--- src/rtl/morse_symbol_shifter_if.sv ---
// Symbol-in / letter-out signal bundle for morse_symbol_shifter.
// The slave modport is the shifter's view; the master modport is the surrounding logic's view.
interface morse_symbol_shifter_if #(
  parameter int MAX_LEN = 5,
  parameter int LEN_W   = 3
);
  logic               sym_valid;
  logic               sym_bit;
  logic               commit;
  logic               clear;
  logic               out_ready;
  logic               out_valid;
  logic [MAX_LEN-1:0] out_code;
  logic [LEN_W-1:0]   out_len;
  logic               out_ovf;
  logic [LEN_W-1:0]   acc_len;
  logic               sym_lost;

  modport slave (
    input  sym_valid, sym_bit, commit, clear, out_ready,
    output out_valid, out_code, out_len, out_ovf, acc_len, sym_lost
  );

  modport master (
    output sym_valid, sym_bit, commit, clear, out_ready,
    input  out_valid, out_code, out_len, out_ovf, acc_len, sym_lost
  );
endinterface

--- src/rtl/morse_symbol_shifter.sv ---
// Accumulates the dot/dash symbols of one Morse letter into a code word and length.
// On commit, the letter moves to a registered valid/ready output stage.
module morse_symbol_shifter #(
  parameter int MAX_LEN   = 5,
  parameter int LEN_W     = 3,
  parameter bit MSB_FIRST = 1'b1
) (
  input  logic                        clk,
  input  logic                        reset,
  morse_symbol_shifter_if.slave       bus
);

  typedef enum logic [1:0] {
    EMPTY   = 2'd0,
    ACCUM   = 2'd1,
    PENDING = 2'd2
  } state_t;

  localparam logic [LEN_W-1:0] MaxLenL = LEN_W'(MAX_LEN);

  state_t             state_q, state_d;
  logic [MAX_LEN-1:0] acc_code_q, acc_code_d;
  logic [LEN_W-1:0]   acc_len_q, acc_len_d;
  logic               acc_ovf_q, acc_ovf_d;
  logic               out_valid_q, out_valid_d;
  logic [MAX_LEN-1:0] out_code_q, out_code_d;
  logic [LEN_W-1:0]   out_len_q, out_len_d;
  logic               out_ovf_q, out_ovf_d;
  logic               sym_lost_q, sym_lost_d;

  logic [MAX_LEN-1:0] app_code;
  logic [LEN_W-1:0]   app_len;
  logic               app_ovf;
  logic               slot_free;
  logic               xfer;
  logic [MAX_LEN-1:0] xfer_code;
  logic [LEN_W-1:0]   xfer_len;
  logic               xfer_ovf;

  always_ff @(posedge clk or posedge reset) begin
    if (reset) begin
      state_q     <= EMPTY;
      acc_code_q  <= '0;
      acc_len_q   <= '0;
      acc_ovf_q   <= 1'b0;
      out_valid_q <= 1'b0;
      out_code_q  <= '0;
      out_len_q   <= '0;
      out_ovf_q   <= 1'b0;
      sym_lost_q  <= 1'b0;
    end else begin
      state_q     <= state_d;
      acc_code_q  <= acc_code_d;
      acc_len_q   <= acc_len_d;
      acc_ovf_q   <= acc_ovf_d;
      out_valid_q <= out_valid_d;
      out_code_q  <= out_code_d;
      out_len_q   <= out_len_d;
      out_ovf_q   <= out_ovf_d;
      sym_lost_q  <= sym_lost_d;
    end
  end

  // app_* is the accumulator as it would look with this cycle's symbol appended,
  // so a symbol arriving together with commit lands in the committed letter.
  always_comb begin
    app_code = acc_code_q;
    app_len  = acc_len_q;
    app_ovf  = acc_ovf_q;
    if (bus.sym_valid) begin
      if (acc_len_q < MaxLenL) begin
        if (MSB_FIRST) begin
          app_code = {acc_code_q[MAX_LEN-2:0], bus.sym_bit};
        end else begin
          app_code = acc_code_q | (MAX_LEN'(bus.sym_bit) << acc_len_q);
        end
        app_len = acc_len_q + LEN_W'(1);
      end else begin
        app_ovf = 1'b1;
      end
    end
  end

  assign slot_free = !out_valid_q || bus.out_ready;

  always_comb begin
    state_d     = state_q;
    acc_code_d  = acc_code_q;
    acc_len_d   = acc_len_q;
    acc_ovf_d   = acc_ovf_q;
    out_valid_d = out_valid_q;
    out_code_d  = out_code_q;
    out_len_d   = out_len_q;
    out_ovf_d   = out_ovf_q;
    sym_lost_d  = sym_lost_q;
    xfer        = 1'b0;
    xfer_code   = app_code;
    xfer_len    = app_len;
    xfer_ovf    = app_ovf;

    if (out_valid_q && bus.out_ready) begin
      out_valid_d = 1'b0;
    end

    if (bus.clear) begin
      acc_code_d = '0;
      acc_len_d  = '0;
      acc_ovf_d  = 1'b0;
      state_d    = EMPTY;
    end else begin
      unique case (state_q)
        EMPTY, ACCUM: begin
          acc_code_d = app_code;
          acc_len_d  = app_len;
          acc_ovf_d  = app_ovf;
          if (bus.sym_valid) begin
            state_d = ACCUM;
          end
          if (bus.commit && (state_q == ACCUM || bus.sym_valid)) begin
            if (slot_free) begin
              xfer = 1'b1;
            end else begin
              state_d = PENDING;
            end
          end
        end
        PENDING: begin
          if (bus.sym_valid) begin
            sym_lost_d = 1'b1;
          end
          xfer_code = acc_code_q;
          xfer_len  = acc_len_q;
          xfer_ovf  = acc_ovf_q;
          if (slot_free) begin
            xfer = 1'b1;
          end
        end
        default: state_d = EMPTY;
      endcase
    end

    // A transfer empties the accumulator and overrides any handshake-driven drop of out_valid.
    if (xfer) begin
      out_valid_d = 1'b1;
      out_code_d  = xfer_code;
      out_len_d   = xfer_len;
      out_ovf_d   = xfer_ovf;
      acc_code_d  = '0;
      acc_len_d   = '0;
      acc_ovf_d   = 1'b0;
      state_d     = EMPTY;
    end
  end

  assign bus.out_valid = out_valid_q;
  assign bus.out_code  = out_code_q;
  assign bus.out_len   = out_len_q;
  assign bus.out_ovf   = out_ovf_q;
  assign bus.acc_len   = acc_len_q;
  assign bus.sym_lost  = sym_lost_q;

endmodule

--- src/flat_wrapper.sv ---
// flat-port wrapper written by rule: the top's interface ports become plain ports
module morse_symbol_shifter_flat 
#(
  parameter int MAX_LEN   = 5,
  parameter int LEN_W     = 3,
  parameter bit MSB_FIRST = 1'b1
)
  (clk, reset, bus_sym_valid, bus_sym_bit, bus_commit, bus_clear, bus_out_ready, bus_out_valid, bus_out_code, bus_out_len, bus_out_ovf, bus_acc_len, bus_sym_lost);
  morse_symbol_shifter_if #(.MAX_LEN(MAX_LEN), .LEN_W(LEN_W)) bus_i ();
  input  logic clk;
  input  logic reset;
  input wire logic [$bits(bus_i.sym_valid)-1:0] bus_sym_valid;
  input wire logic [$bits(bus_i.sym_bit)-1:0] bus_sym_bit;
  input wire logic [$bits(bus_i.commit)-1:0] bus_commit;
  input wire logic [$bits(bus_i.clear)-1:0] bus_clear;
  input wire logic [$bits(bus_i.out_ready)-1:0] bus_out_ready;
  output wire logic [$bits(bus_i.out_valid)-1:0] bus_out_valid;
  output wire logic [$bits(bus_i.out_code)-1:0] bus_out_code;
  output wire logic [$bits(bus_i.out_len)-1:0] bus_out_len;
  output wire logic [$bits(bus_i.out_ovf)-1:0] bus_out_ovf;
  output wire logic [$bits(bus_i.acc_len)-1:0] bus_acc_len;
  output wire logic [$bits(bus_i.sym_lost)-1:0] bus_sym_lost;
  assign bus_i.sym_valid = bus_sym_valid;
  assign bus_i.sym_bit = bus_sym_bit;
  assign bus_i.commit = bus_commit;
  assign bus_i.clear = bus_clear;
  assign bus_i.out_ready = bus_out_ready;
  assign bus_out_valid = bus_i.out_valid;
  assign bus_out_code = bus_i.out_code;
  assign bus_out_len = bus_i.out_len;
  assign bus_out_ovf = bus_i.out_ovf;
  assign bus_acc_len = bus_i.acc_len;
  assign bus_sym_lost = bus_i.sym_lost;
  morse_symbol_shifter #(.MAX_LEN(MAX_LEN), .LEN_W(LEN_W), .MSB_FIRST(MSB_FIRST)) u_core (.clk(clk), .reset(reset), .bus(bus_i));
endmodule
--- config.mk ---
export PLATFORM = sky130hd
export DESIGN_NAME = morse_symbol_shifter_flat
export DESIGN_NICKNAME = d
export VERILOG_FILES = /design/src/rtl/morse_symbol_shifter_if.sv /design/src/rtl/morse_symbol_shifter.sv /design/src/flat_wrapper.sv
export SDC_FILE = /design/constraint.sdc
export NUM_CORES = 1
export LEC_CHECK = 0
export BUFFER_PORTS_ARGS = -buffer_cell sky130_fd_sc_hd__buf_4
export CORE_ASPECT_RATIO = 1.2
export CORE_MARGIN = 2
export CORE_UTILIZATION = 37
export DETAILED_ROUTE_END_ITERATION = 8
export PLACE_DENSITY = 0.58
export RECOVER_POWER = 100
export SKIP_LAST_GASP = 1
export SYNTH_ARGS = -nofsm -noshare
export SYNTH_HDL_FRONTEND = slang
export SYNTH_SLANG_ARGS = --single-unit
--- constraint.sdc ---
create_clock -name clk -period 2.1 [get_ports clk]
set_input_delay 0.105 -clock clk [delete_from_list [all_inputs] [get_ports clk]]
set_output_delay 0.105 -clock clk [all_outputs]
set_load 0.02 [all_outputs]
==> results.toml, run 1 <==
[outcome]
status = "finished, final reports clean"

[yosys]
synth_area_in_simple_gates = 0.135
post_synth_xor_area_fraction = 0
synth_mux_area_frac = 0.224
dominant_combinational_cell_family_by_area_after_synthesis = "multiplexers"
synth-adder-area-share = 0.0109
synth.distinct_cells = 30
synthesis.area_per_instance_um2 = 11.8
syn-num-nets = 105
netlist_area_mm2 = 0.00115
cell_count_after_synthesis = 97
synthesized_area_fraction_occupied_by_ao_oa_aoi_and_oai_cells = 0.0840
ys_ff_latch = 22
yosys_warnings = 0
yosysSeqAreaShare = 0.480

[power]
power.leakage_nw = 0.614
p_seq_frac = 0.548
power.net_switching_mw = 0.247
power_density_mw_per_mm2 = 672
fin_total_pwr_mw = 0.868
combPwrFrac = 0.180
internal_power_mw = 0.621
power.clock.fraction = 0.272
worst_ir_drop_vdd_uv = 466
net_switching_fraction_of_the_power = 0.284

[global_route]
global_route.overflow_total = 0
wire_length_of_the_first_global_routing_pass_mm = 3.58
grt_start_max_net_pins = 23
grt_antenna_before_repair = 0
vias_in_the_first_global_route = 799
grt.total_usage = 0.138

[timing]
minimum_clock_period_ns = 1.86
hold_fails_final_rpt = 0
unrepaired_setup_endpoints_after_global_routing = "false"
setup_ws_ns = 0.241
timing_worst_slew_pin_value_ns = 0.832
max_freq_mhz = 538
finalSetupViolCount = 0
worst_slew_margin_rel = 0.444
timing.final.crit_share = 0.885
final-max-slew-violation-count = 0
totalNegativeSetupSlack_ns = 0
timing.clock.skew_ns = 0.0101

[clock_network]
numCtsBuffers = 3
total_clock_sinks = 22
clk_root_buffer_cell = "clkbuf_4"
cts.htree.levels = 1
number_of_buffers_on_the_longest_clock_path = 2
cts_tree = "built"
clk_lat_worst_skew_ns = 0.31
cts.clk_slew.worst_paths_ns = 0.13
cts_repair_resize_count = 0

[finish]
layout-drive-gt1-share = 0.134
final_core_util = 0.430
area_delta_synth_final_pct = 12.5
antenna_fix_cells = 0
finalInstanceArea_mm2 = 0.00129
finish.net_count = 128

[job]
maxCapViolations = 0

[routing]
postRouteWirelength_mm = 2.06
vias = 790
antenna_viol_nets_final = 0
drc_errors = 0
via_per_inst = 5.10
drt_pre_antenna_iters = 6
drt_iter0_drc = 14
wire_per_inst_um = 13.3

[floorplan]
die_width_um = 54.8
floorplan.die_area_mm2 = 0.00356
placementRows = 22
num_io_pins = 21
start_util = 0.382
coreArea_mm2 = 0.00300
die_y_um = 65

[worst_hold_path]
hold_path_class = "in -> reg"

[worst_setup_path]
timing.critical_path.from_type = "flop"
cp_class = "reg -> reg"
worst-path-max-fanout = 5
cp_data_arrival_time_ns = 2.05
crit_required_ns = 2.30
end_kind = "flop"

[place]
place.port_buffers = 20
place_congestion = 0.760
dpl-instance-area_mm2 = 0.00131
detailedPlace.worstSlack_ns = 0.310
dp.final_hpwl_mm = 1.49
-- layer usage --
| metal | vias to the layer above | part of all wire | global-route usage |
|---|---|---|---|
| met5 | - | 0 | 0 |
| met4 | 0 | 0.014 | 0.0563 |
| met3 | 4 | 0.039 | 0.0207 |
| met2 | 22 | 0.48 | 0.222 |
| met1 | 377 | 0.46 | 0.179 |
| li1 | 387 | - | - |
-- what timing repair did --
item | in CTS | in global routing
hold buffers | 2 | 0
setup buffers | 0 | 0
hold endpoints to repair | 23 | 0
-- cell usage in the layout, fill, tap and decap left out, drive strengths merged, types with 2 or more instances in the layout --
cell type,synthesis,final
a211oi,2,2
a21oi,5,5
a31oi,3,3
and2b,2,2
buf,6,7
clkbuf,1,20
dfrtp,22,22
dlygate4sd3,0,2
inv,5,5
mux2,11,11
mux2i,11,11
nand2,4,4
nand2b,3,3
nor2,2,2
nor3,8,8
o21ai,2,2
-- worst max-delay path, stage by stage (launching register included) --
cell,delay [ns]
dfrtp_1,0.44
or3b_1,0.51
nand3_4,0.17
mux2_1,0.34
mux2_1,0.30
-- state kept, by name, indices dropped and copies added, names as in the netlist --
register	cells
u_core.bus.out_len	3
u_core.bus.out_code	5
u_core.bus.out_ovf	1
u_core.bus.sym_lost	1
u_core.acc_code_q	5
u_core.bus.acc_len	3
u_core.acc_ovf_q	1
u_core.bus.out_valid	1
u_core.state_q	2
-- layout make-up --
class | instances | area, µm²
clock buffer | 4 | 36.3
tap | 36 | 45.0
sequential | 22 | 551
multi-input combinational | 63 | 504
timing repair buffer | 25 | 136
fill | 314 | 1710
inverter | 5 | 18.8
-- synthesized netlist by cell type --
| cell | number | share of area |
|---|---|---|
| nand2_1 | 4 | 0.013 |
| nor3_1 | 8 | 0.035 |
| nor2_1 | 2 | 0.0065 |
| a32o_1 | 1 | 0.0087 |
| nor4bb_1 | 1 | 0.0087 |
| buf_4 | 2 | 0.013 |
| mux2_2 | 1 | 0.0098 |
| o21ai_1 | 1 | 0.0044 |
| nor3b_1 | 1 | 0.0065 |
| nand2b_1 | 3 | 0.016 |
| dfrtp_1 | 22 | 0.48 |
| clkbuf_1 | 1 | 0.0033 |
| a211oi_1 | 2 | 0.013 |
| a21o_1 | 1 | 0.0065 |
| a31oi_1 | 3 | 0.016 |
| buf_2 | 1 | 0.0044 |
| a21oi_1 | 5 | 0.022 |
| or3b_1 | 1 | 0.0076 |
| mux2_4 | 6 | 0.079 |
| ha_1 | 1 | 0.011 |
| a2111oi_1 | 1 | 0.0087 |
| and3b_1 | 1 | 0.0076 |
| mux2i_1 | 11 | 0.096 |
| nor4_1 | 1 | 0.0055 |
| inv_1 | 5 | 0.016 |
| and2b_1 | 2 | 0.013 |
| o21ai_0 | 1 | 0.0044 |
| mux2_1 | 4 | 0.039 |
| buf_6 | 3 | 0.029 |
| nand3_4 | 1 | 0.015 |
-- metrics by stage --
stage	instances	hold slack (ns)
3_3_place_gp	149	0.282
5_1_grt	155	0.0632
3_5_place_dp	149	0.280
6_report	155	0.0555
2_1_floorplan	97	0.0942
4_1_cts	155	0.0534
-- logic make-up after synthesis --
kind of cell / after synthesis
buffers and inverters: 12
multiplexers: 22
AO/OA/AOI/OAI: 15
flip-flops: 22
AND/OR/NAND/NOR: 25
adder cells (fa/ha/maj): 1
-- path summary, 6_finish.rpt --
kind | startpoint | endpoint | slack, ns | depth (start not counted)
worst min register to register | u_core.bus.sym_lost$_DFFE_PP0P_ | u_core.bus.sym_lost$_DFFE_PP0P_ | 0.47 | 1
worst max register to register | u_core.state_q[0]$_DFFE_PP0P_ | u_core.bus.out_code[4]$_DFFE_PP0P_ | 0.24 | 4
max in group asynchronous | reset | u_core.acc_code_q[4]$_DFFE_PP0P_ | 1.08 | 3
worst min-delay path | bus_clear | u_core.state_q[0]$_DFFE_PP0P_ | 0.06 | 2
min in group asynchronous | reset | u_core.bus.out_code[0]$_DFFE_PP0P_ | 0.50 | 3
worst max-delay path | u_core.state_q[0]$_DFFE_PP0P_ | u_core.bus.out_code[4]$_DFFE_PP0P_ | 0.24 | 4
-- power groups by stage --
| stage | clock [mW] | sequential [mW] | combinational [mW] |
|---|---|---|---|
| 2_1_floorplan | 0 | 0.516 | 0.0866 |
| 3_3_place_gp | 0 | 0.484 | 0.187 |
| 3_5_place_dp | 0 | 0.485 | 0.188 |
| 4_1_cts | 0.243 | 0.478 | 0.191 |
| 5_1_grt | 0.256 | 0.480 | 0.173 |
| 6_report | 0.236 | 0.475 | 0.156 |
Note: power is estimated with default switching activity, not from simulation.
==> run 2: changes to the inputs <==
Clock period 2.1 ns to 2.23 ns, I/O delays scaled along.
==> results.toml, run 2 (synthesis results as in run 1) <==
[outcome]
status = "finished, final reports clean"

[clock_network]
clk_root_buffer_cell = "clkbuf_4"
post-cts-setup-buffers = 0
total_clock_sinks = 22
cts.htree.levels = 1
number_of_buffers_on_the_longest_clock_path = 2
cts.clk_slew.worst_paths_ns = 0.12
clk_lat_worst_skew_ns = 0.30
numCtsBuffers = 3
cts_tree = "built"
cts_repair_resize_count = 0

[routing]
via_per_inst = 5.10
antenna_viol_nets_final = 0
drt_pre_antenna_iters = 4
drc_errors = 0
vias = 781
wire_per_inst_um = 13.5
postRouteWirelength_mm = 2.07
drt_iter0_drc = 7

[power]
power.leakage_nw = 0.598
fin_total_pwr_mw = 0.770
worst_ir_drop_vdd_uv = 433
power_density_mw_per_mm2 = 610

[finish]
mostFrequentLayoutCell = "dfrtp_1"
area_delta_synth_final_pct = 10.0
antenna_fix_cells = 0
layout.cells.most_common_list = "dfrtp_1, clkbuf_1, mux2i_1"
finish.net_count = 127
final_core_util = 0.421
layout-drive-gt1-share = 0.103

[timing]
finalSetupViolCount = 0
timing_worst_slew_pin_value_ns = 0.829
max_freq_mhz = 522
worst_slew_margin_rel = 0.447
finalHoldWorstSlack_ns = 0.0666
final-max-slew-violation-count = 0
timing.clock.skew_ns = 0.00797
timing.final.crit_share = 0.859
hold_fails_final_rpt = 0
minimum_clock_period_ns = 1.92
unrepaired_setup_endpoints_after_global_routing = "false"
totalNegativeSetupSlack_ns = 0

[place]
place.port_buffers = 20
dp.final_hpwl_mm = 1.46
place_congestion = 0.777

[floorplan]
floorplan.die_area_mm2 = 0.00356
placementRows = 22
num_io_pins = 21
coreArea_mm2 = 0.00300
die_y_um = 65
die_width_um = 54.8
start_util = 0.382

[global_route]
grt.total_usage = 0.140
grt_start_max_net_pins = 23
global_route.overflow_total = 0
vias_in_the_first_global_route = 797
wire_length_of_the_first_global_routing_pass_mm = 3.60
grt_antenna_before_repair = 0

[worst_setup_path]
timing.critical_path.from_type = "flop"
cp_class = "reg -> reg"
crit_required_ns = 2.42
end_kind = "flop"
worst-path-max-fanout = 8
cp_data_arrival_time_ns = 2.11

[job]
maxCapViolations = 0

[worst_hold_path]
hold_path_class = "in -> reg"
## run 2: timing repair
action	4_1_cts	5_1_grt
endpoints found under the hold margin	12	0
endpoints found under the setup margin	0	0
hold buffers	2	0
## run 2: final timing paths
path | from | endpoint | slack (ns) | cells after the start
max in group asynchronous | reset | u_core.bus.out_ovf$_DFFE_PP0P_ | 1.20 | 3
min in group asynchronous | reset | u_core.bus.out_code[2]$_DFFE_PP0P_ | 0.51 | 3
worst max-delay path | u_core.state_q[1]$_DFFE_PP0P_ | u_core.bus.out_code[4]$_DFFE_PP0P_ | 0.31 | 4
worst min-delay path | bus_clear | u_core.state_q[0]$_DFFE_PP0P_ | 0.07 | 2
worst min register to register | u_core.bus.sym_lost$_DFFE_PP0P_ | u_core.bus.sym_lost$_DFFE_PP0P_ | 0.47 | 1
worst max register to register | u_core.state_q[1]$_DFFE_PP0P_ | u_core.bus.out_code[4]$_DFFE_PP0P_ | 0.31 | 4
## run 2: routing by layer
metal  wire length, µm  GRT usage
met3                72     0.0207
met4                23     0.0656
met2              1010      0.226
met5                 0          0
met1               962      0.176
## run 2: final cells by class
type / count / area [µm²]
clock buffer: 3 / 22.5
tap: 36 / 45.0
multi-input combinational: 63 / 497
fill: 324 / 1740
inverter: 5 / 18.8
sequential: 22 / 551
timing repair buffer: 24 / 129
## run 2: through the flow
stage          instances  setup slack [ns]  area (µm²)
3_3_place_gp         148             0.425        1300
6_report             153             0.313        1260
4_1_cts              153             0.355        1340
2_1_floorplan         97             0.519        1150
5_1_grt              153             0.211        1260
3_5_place_dp         148             0.376        1300
## run 2: worst max-delay path, cell delays in order, from the launching register on
cell     delay [ns]
dfrtp_1        0.49
or3b_1         0.49
nand3_4        0.17
mux2_1         0.34
mux2_1         0.30
## run 2: power by group
part | switching [mW] | leakage (nW) | internal [mW]
Combinational | 0.0880 | 0.286 | 0.0548
Sequential | 0.0203 | 0.298 | 0.427
Clock | 0.117 | 0.0138 | 0.0630
==> run 3: changes to the inputs <==
Settings changed: PLACE_DENSITY 0.58 to unset.
==> results.toml, run 3 (synthesis results as in run 1) <==
[clock_network]
cts_tree = "built"
clk_lat_worst_skew_ns = 0.30
cts.clk_slew.worst_paths_ns = 0.12
total_clock_sinks = 22
numCtsBuffers = 3
cts_repair_resize_count = 0
number_of_buffers_on_the_longest_clock_path = 2
clk_root_buffer_cell = "clkbuf_4"
cts.htree.levels = 1

[floorplan]
die_y_um = 65
num_io_pins = 21
placementRows = 22
die_width_um = 54.8
coreArea_mm2 = 0.00300
floorplan.die_area_mm2 = 0.00356
start_util = 0.382

[timing]
totalNegativeSetupSlack_ns = 0
minimum_clock_period_ns = 1.91
timing.clock.skew_ns = 0.00355
setup_ws_ns = 0.322
timing_worst_slew_pin_value_ns = 0.833
worst_slew_margin_rel = 0.444
max_freq_mhz = 524
timing.final.crit_share = 0.856
finalSetupViolCount = 0
finalHoldWorstSlack_ns = 0.0721
hold_fails_final_rpt = 0
final-max-slew-violation-count = 0
unrepaired_setup_endpoints_after_global_routing = "false"

[finish]
area_delta_synth_final_pct = 11.2
antenna_fix_cells = 0
final_core_util = 0.425
layout-drive-gt1-share = 0.110
layout.cells.most_common_list = "dfrtp_1, clkbuf_1, mux2i_1"
post_layout_nonfiller_instances = 154
finish.net_count = 127
mostFrequentLayoutCell = "dfrtp_1"
finalInstanceArea_mm2 = 0.00128

[routing]
drc_errors = 0
drt_iter0_drc = 6
vias = 788
postRouteWirelength_mm = 2.09
via_per_inst = 5.12
antenna_viol_nets_final = 0
wire_per_inst_um = 13.6
drt_pre_antenna_iters = 3

[power]
net_switching_fraction_of_the_power = 0.281
power.net_switching_mw = 0.227
power.clock.fraction = 0.269
worst_ir_drop_vdd_uv = 359
combPwrFrac = 0.178
internal_power_mw = 0.582
power_density_mw_per_mm2 = 634
fin_total_pwr_mw = 0.809
power.leakage_nw = 0.605
p_seq_frac = 0.553

[worst_setup_path]
cp_class = "reg -> reg"
crit_required_ns = 2.42
launch_instance_of_the_worst_register_to_register_path = "u_core.state_q[1]$_DFFE_PP0P_"
timing.critical_path.from_type = "flop"
startpoint = "u_core.state_q[1]$_DFFE_PP0P_"
end_kind = "flop"
r2r_setup_slack_ns = 0.32
crit_path_frequent_cell = "mux2_1"
r2r.worst_path.cells = 4
worst-path-max-fanout = 8
max_stage_delay_ns = 0.50
crit_chain = "or3b_1, nand3_4, mux2_1, mux2_1"
cp_data_arrival_time_ns = 2.10
slowest_stage = "or3b_1"

[worst_hold_path]
hold_path_class = "in -> reg"
hp-start = "bus_clear"
hold-path-cell-count = 2

[place]
place.port_buffers = 20
detailedPlace.worstSlack_ns = 0.371
place_congestion = 0.740
dp.final_hpwl_mm = 1.49
place_inst = 148
dpl-instance-area_mm2 = 0.00130

[global_route]
grt_antenna_before_repair = 0
vias_in_the_first_global_route = 816
wire_length_of_the_first_global_routing_pass_mm = 3.66
grt_start_max_net_pins = 23
global_route.overflow_total = 0
grt.total_usage = 0.141

[outcome]
status = "finished, final reports clean"

[job]
maxCapViolations = 0
==> run 3: per-layer routing <==
metal / share of wire / vias to the layer above / track usage
met1: 0.45 / 388 / 0.168
met2: 0.51 / 13 / 0.240
met3: 0.032 / 2 / 0.0207
met5: 0 / - / 0
met4: 0.0072 / 0 / 0.0656
li1: - / 385 / -
==> run 3: final timing paths <==
check,end
max,u_core.bus.out_code[3]$_DFFE_PP0P_
min,u_core.state_q[0]$_DFFE_PP0P_
max reg2reg,u_core.bus.out_code[3]$_DFFE_PP0P_
min reg2reg,u_core.bus.sym_lost$_DFFE_PP0P_
max in group asynchronous,u_core.bus.out_ovf$_DFFE_PP0P_
min in group asynchronous,u_core.bus.out_code[0]$_DFFE_PP0P_
==> run 3: what timing repair did <==
action | in CTS | in global routing
setup buffers | 0 | 0
endpoints found under the hold margin | 13 | 0
hold buffers | 2 | 0
==> run 3: worst max-delay path, delay by kind of cell, from the launching register on <==
family,cells,cell delay [ns]
flops,1,0.49
simple gates,2,0.66
mux,2,0.64
==> run 3: area by class of cell <==
cell class | instances | area, µm²
inverter | 5 | 18.8
clock buffer | 4 | 36.3
multi-input combinational | 63 | 497
sequential | 22 | 551
fill | 313 | 1720
tap | 36 | 45.0
timing repair buffer | 24 | 129
==> run 3: power by group through the flow <==
stage,combinational (mW),clock [mW],sequential (mW)
6_report,0.144,0.218,0.448
3_5_place_dp,0.176,0,0.457
3_3_place_gp,0.175,0,0.457
5_1_grt,0.161,0.243,0.453
2_1_floorplan,0.0815,0,0.486
4_1_cts,0.180,0.228,0.450
